==> src/rtl/rv64i_control_unit.sv <==
// Multi-cycle Fetch/Decode/Execute sequencer for the RV64I core.
// Every output is combinational from state, IR fields, flags and mem_busy.
module rv64i_control_unit (
   input  logic       clock,
   input  logic       reset,
   input  logic [6:0] opcode_i,
   input  logic [2:0] funct3_i,
   input  logic [6:0] funct7_i,
   input  logic       zero_i,
   input  logic       negative_i,
   input  logic       carry_out_i,
   input  logic       overflow_i,
   input  logic       mem_busy_i,
   output logic       mem_rd_en_o,
   output logic       mem_wr_en_o,
   output logic [7:0] mem_byte_en_o,
   output logic       mem_addr_src_o,
   output logic       ir_en_o,
   output logic       alua_src_o,
   output logic       alub_src_o,
   output logic       aluy_src_o,
   output logic [2:0] alu_src_o,
   output logic       sub_o,
   output logic       arithmetic_o,
   output logic       alupc_src_o,
   output logic       pc_src_o,
   output logic       pc_en_o,
   output logic [1:0] wr_reg_src_o,
   output logic       wr_reg_en_o
);

   localparam logic [6:0] OP_LUI    = 7'b0110111;
   localparam logic [6:0] OP_AUIPC  = 7'b0010111;
   localparam logic [6:0] OP_JAL    = 7'b1101111;
   localparam logic [6:0] OP_JALR   = 7'b1100111;
   localparam logic [6:0] OP_BRANCH = 7'b1100011;
   localparam logic [6:0] OP_IMM    = 7'b0010011;
   localparam logic [6:0] OP_IMM32  = 7'b0011011;
   localparam logic [6:0] OP_REG    = 7'b0110011;
   localparam logic [6:0] OP_REG32  = 7'b0111011;
   localparam logic [6:0] OP_LOAD   = 7'b0000011;
   localparam logic [6:0] OP_STORE  = 7'b0100011;

   typedef enum logic [2:0] {S_IDLE, S_FETCH, S_DECODE, S_EXEC, S_HALT} state_t;

   typedef struct packed {
      logic       rd;
      logic       wr;
      logic [7:0] be;
      logic       addr;
      logic       ir;
      logic       alua;
      logic       alub;
      logic       aluy;
      logic [2:0] alu;
      logic       sub;
      logic       arith;
      logic       alupc;
      logic       pcsrc;
      logic       pcen;
      logic [1:0] wrsrc;
      logic       wren;
   } ctl_t;

   state_t state_q, state_d;
   logic   seen_q, seen_d;
   logic   mem_done;
   logic   is_load;
   ctl_t   ctl;
   logic   unused_funct7;

   assign unused_funct7 = ^{funct7_i[6], funct7_i[4:0]};
   // An access completes on the first idle cycle after busy has been observed.
   assign mem_done = seen_q & ~mem_busy_i;
   assign is_load  = (opcode_i == OP_LOAD);

   always_comb begin
      ctl     = '0;
      state_d = state_q;
      seen_d  = seen_q;
      case (state_q)
         S_IDLE: begin
            state_d = S_FETCH;
            seen_d  = 1'b0;
         end
         S_FETCH: begin
            ctl.be = 8'h0F;
            if (mem_done) begin
               ctl.ir  = 1'b1;
               state_d = S_DECODE;
               seen_d  = 1'b0;
            end else begin
               ctl.rd = 1'b1;
               seen_d = seen_q | mem_busy_i;
            end
         end
         S_DECODE: state_d = S_EXEC;
         S_EXEC: begin
            state_d = S_FETCH;
            case (opcode_i)
               OP_LUI: begin
                  ctl.wrsrc = 2'b11;
                  ctl.wren  = 1'b1;
                  ctl.pcen  = 1'b1;
               end
               OP_AUIPC: begin
                  ctl.alua = 1'b1;
                  ctl.alub = 1'b1;
                  ctl.wren = 1'b1;
                  ctl.pcen = 1'b1;
               end
               OP_JAL: begin
                  ctl.pcsrc = 1'b1;
                  ctl.wrsrc = 2'b10;
                  ctl.wren  = 1'b1;
                  ctl.pcen  = 1'b1;
               end
               OP_JALR: begin
                  ctl.alub  = 1'b1;
                  ctl.alupc = 1'b1;
                  ctl.pcsrc = 1'b1;
                  ctl.wrsrc = 2'b10;
                  ctl.wren  = 1'b1;
                  ctl.pcen  = 1'b1;
               end
               OP_BRANCH: begin
                  ctl.sub  = 1'b1;
                  ctl.pcen = 1'b1;
                  case (funct3_i[2:1])
                     2'b00:   ctl.pcsrc = zero_i ^ funct3_i[0];
                     2'b10:   ctl.pcsrc = negative_i ^ overflow_i ^ funct3_i[0];
                     2'b11:   ctl.pcsrc = ~(carry_out_i ^ funct3_i[0]);
                     default: ctl.pcsrc = 1'b0;
                  endcase
               end
               OP_IMM, OP_IMM32, OP_REG, OP_REG32: begin
                  ctl.alub  = (opcode_i == OP_IMM) || (opcode_i == OP_IMM32);
                  ctl.aluy  = (opcode_i == OP_IMM32) || (opcode_i == OP_REG32);
                  ctl.alu   = funct3_i;
                  ctl.arith = (funct3_i == 3'b101) && funct7_i[5];
                  ctl.sub   = (funct3_i == 3'b010) || (funct3_i == 3'b011) ||
                              (!ctl.alub && funct3_i == 3'b000 && funct7_i[5]);
                  ctl.wren  = 1'b1;
                  ctl.pcen  = 1'b1;
               end
               OP_LOAD, OP_STORE: begin
                  ctl.alub = 1'b1;
                  ctl.addr = 1'b1;
                  case (funct3_i[1:0])
                     2'b00:   ctl.be = 8'h01;
                     2'b01:   ctl.be = 8'h03;
                     2'b10:   ctl.be = 8'h0F;
                     default: ctl.be = 8'hFF;
                  endcase
                  if (is_load) ctl.wrsrc = 2'b01;
                  if (mem_done) begin
                     ctl.pcen = 1'b1;
                     ctl.wren = is_load;
                     seen_d   = 1'b0;
                  end else begin
                     ctl.rd  = is_load;
                     ctl.wr  = ~is_load;
                     seen_d  = seen_q | mem_busy_i;
                     state_d = S_EXEC;
                  end
               end
               default: state_d = S_HALT;
            endcase
         end
         S_HALT:  state_d = S_HALT;
         default: state_d = S_IDLE;
      endcase
      if (reset) ctl = '0;
   end

   always_ff @(posedge clock) begin
      if (reset) begin
         state_q <= S_IDLE;
         seen_q  <= 1'b0;
      end else begin
         state_q <= state_d;
         seen_q  <= seen_d;
      end
   end

   assign mem_rd_en_o    = ctl.rd;
   assign mem_wr_en_o    = ctl.wr;
   assign mem_byte_en_o  = ctl.be;
   assign mem_addr_src_o = ctl.addr;
   assign ir_en_o        = ctl.ir;
   assign alua_src_o     = ctl.alua;
   assign alub_src_o     = ctl.alub;
   assign aluy_src_o     = ctl.aluy;
   assign alu_src_o      = ctl.alu;
   assign sub_o          = ctl.sub;
   assign arithmetic_o   = ctl.arith;
   assign alupc_src_o    = ctl.alupc;
   assign pc_src_o       = ctl.pcsrc;
   assign pc_en_o        = ctl.pcen;
   assign wr_reg_src_o   = ctl.wrsrc;
   assign wr_reg_en_o    = ctl.wren;

endmodule

==> config.mk <==
export PLATFORM = sky130hd
export DESIGN_NAME = rv64i_control_unit
export DESIGN_NICKNAME = d
export VERILOG_FILES = /design/src/rtl/rv64i_control_unit.sv
export SDC_FILE = /design/constraint.sdc
export NUM_CORES = 1
export LEC_CHECK = 0
export ABC_AREA = 1
export CAP_MARGIN = 20
export CORE_MARGIN = 2
export CORE_UTILIZATION = 34
export CTS_CLUSTER_SIZE = 12
export DETAILED_ROUTE_END_ITERATION = 12
export GPL_TIMING_DRIVEN = 0
export PLACE_DENSITY = 0.79
export REMOVE_ABC_BUFFERS = 1
export SLEW_MARGIN = 20
export SYNTH_ARGS = -nofsm -noshare
export SYNTH_HDL_FRONTEND = slang
export SYNTH_SLANG_ARGS = --single-unit
==> constraint.sdc <==
create_clock -name clock -period 2.09 [get_ports clock]
set_clock_uncertainty 0.2 [all_clocks]
set_input_delay 0.5225 -clock clock [delete_from_list [all_inputs] [get_ports clock]]
set_output_delay 0.5225 -clock clock [all_outputs]
set_load 0.05 [all_outputs]
==> results.md <==
* Post-layout min period at 2470 ps
* Hold-critical path depth at 2
* Worst rel slew slack at 0.790
* Setup TNS Final at -6370 ps
* Fin cells at 236
* Clk root buf: clkbuf_4
* FF-to-FF path depth at 5
* Syn avg cell area at 5.35 µm²
* Initial Util at 0.356
* Area Growth Syn to Fin at 147%
* Crit end category: output pin
* Commonest non-fill, non-tap cell in the layout: buf_4
* Core area at 1940 µm²
* # H-tree levels at 1
* MaxCap Viol Count at 0
* Vias at 1,399
* Cells after synthesis at 129
* Vias per cell at 5.93
* LEAKAGE at 0.000859 µW
* Site Rows at 16
* Die X at 49.1 µm
* Final wirelength at 4.55 mm
* Crit path max fanout at 5
* Multi-input gate area at 744 µm²
* Status: complete, but fails checks
* Vias in the first global route at 1,271
* Post-synthesis cell type count at 21
* Crit share post-route at 1.18
* Worst Min Path Start: reset
* Buffer depth of the longest clock path at 2
* Initial DRC count at 98
* Seq/Total Area, Yosys at 0.116
* Top Ports at 50
* Storage element area at 83.8 µm²
* Layout cell share with drive strength beyond 1 at 0.689
* Dpl ws at -1450 ps
* Port Buffers at 43
* Clock sink count at 4
* Gr ovfl total at 0
* R2R Path Start: state_q[2]$_SDFFE_PP0P_
* CTS tree: built
* WL per Instance at 19.3 µm
* Routed Antenna Nets at 0
* Gr usage total at 0.318
* Crit Path Category: in -> out
* Worst EP required at 1370 ps
* CP arrival at 1750 ps
* Die Area at 2410 µm²
* Reg clk slew, reported paths at 40 ps
* Pin count of the biggest net entering global routing at 7
* Worst-Skew Late Latency at 240 ps
* Worst setup margin at -379 ps
* Fillers at 97
* VDD IR max at 0.238 mV
* Fmax at 405 MHz
* #FFs+latches synth at 4
* Count of final hold-check violations at 0
* Failing checks: negative setup slack
* Synth warnings at 0
* Mapped Area at 691 µm²
* Fin. max-slew vios at 0
* CTS Hold Bufs at 0
* First-pass GRT wire length at 5.96 mm
* Setup crit start kind: input port
* Pre-antenna DRT Iters at 4
* CTS Buf Count at 3
* HP Class: in -> reg
* Final net count at 235
* Initial antenna violation count at 0
* DRC Markers at 0
* Tightest Pin Transition at 315 ps
* Antenna cells at 0
* GP Congestion at 0.892
* RSZ-0062 raised after global routing: true
* Crit. Startpoint: opcode_i[2]
* Most frequent cells in the layout: buf_4 (40), buf_6 (25), nor2_1 (13)
* HPWL after DPL at 1.76 mm
* Final setup fails at 26
* Power per cell area at 285 nW/µm²
* Die height at 49.1 µm
* Placed cells at 195
[repair_timing]
| item | CTS | global route |
|---|---|---|
| resized for setup | 292 | 27 |
| buffers inserted | 31 | 7 |
| setup endpoints to repair | 26 | 26 |
| pin swaps | 28 | 20 |
[layer usage]
metal / GRT usage / vias to the layer above / routed length [µm]
met3: 0.0552 / 47 / 419
met2: 0.538 / 142 / 2210
met5: 0 / - / 0
met1: 0.351 / 627 / 1510
met4: 0.238 / 0 / 410
li1: - / 583 / -
[state kept, by name, summed over array words and instances, names as in the netlist]
signal	flops
seen_q	1
state_q	3
[final timing paths]
check                                               end  slack (ps)
worst min register to register      seen_q$_SDFFE_PP0P_         270
worst min-delay path                seen_q$_SDFFE_PP0P_         260
worst max register to register  state_q[1]$_SDFFE_PP0P_         770
worst max-delay path                       arithmetic_o        -380
[worst max-delay path, stage by stage]
cell	delay, ps
buf_8	100
buf_4	150
nor2_2	250
nand3_1	240
nor3_1	240
buf_4	240
[per-stage QoR]
stage          cell area, µm²  total power [µW]  hold slack, ps   util
3_5_place_dp             1120               273             264  0.579
5_1_grt                  1710               510             253  0.880
4_1_cts                  1590               443             251  0.818
6_report                 1710               486             264  0.880
3_3_place_gp             1120               270             254  0.579
2_1_floorplan             661               200             237      -
[cell usage after synthesis (all sizes together)]
cell type | count | area share
nor2 | 32 | 0.20
nand2 | 25 | 0.15
inv | 21 | 0.11
a21oi | 14 | 0.10
nand3 | 11 | 0.098
o21ai | 6 | 0.049
nand4 | 5 | 0.045
buf | 4 | 0.043
dfxtp | 4 | 0.12
nor3 | 4 | 0.043
a41oi | 1 | 0.013
nor4 | 1 | 0.018
xor2 | 1 | 0.013
[area by class of cell]
class	instances	area share
clock buffer	3	0.0132
inverter	21	0.0549
multi-input combinational	100	0.436
sequential	4	0.0491
tap	27	0.0198
timing repair buffer	81	0.427
[where the power goes]
group	switching, µW	internal [µW]	leakage, µW
Clock	35.0	64.4	0.0000138
Sequential	9.39	85.4	0.0000339
Combinational	176	115	0.000811
[logic make-up (layout without fill, tap and decap cells)]
family	Yosys count	in the layout	share of synthesized area
XOR/XNOR	1	1	0.0127
AO/OA/AOI/OAI	21	21	0.163
buffers and inverters	25	105	0.158
flip-flops	4	4	0.116
AND/OR/NAND/NOR	78	78	0.551
Note: power is estimated with default switching activity, not from simulation.
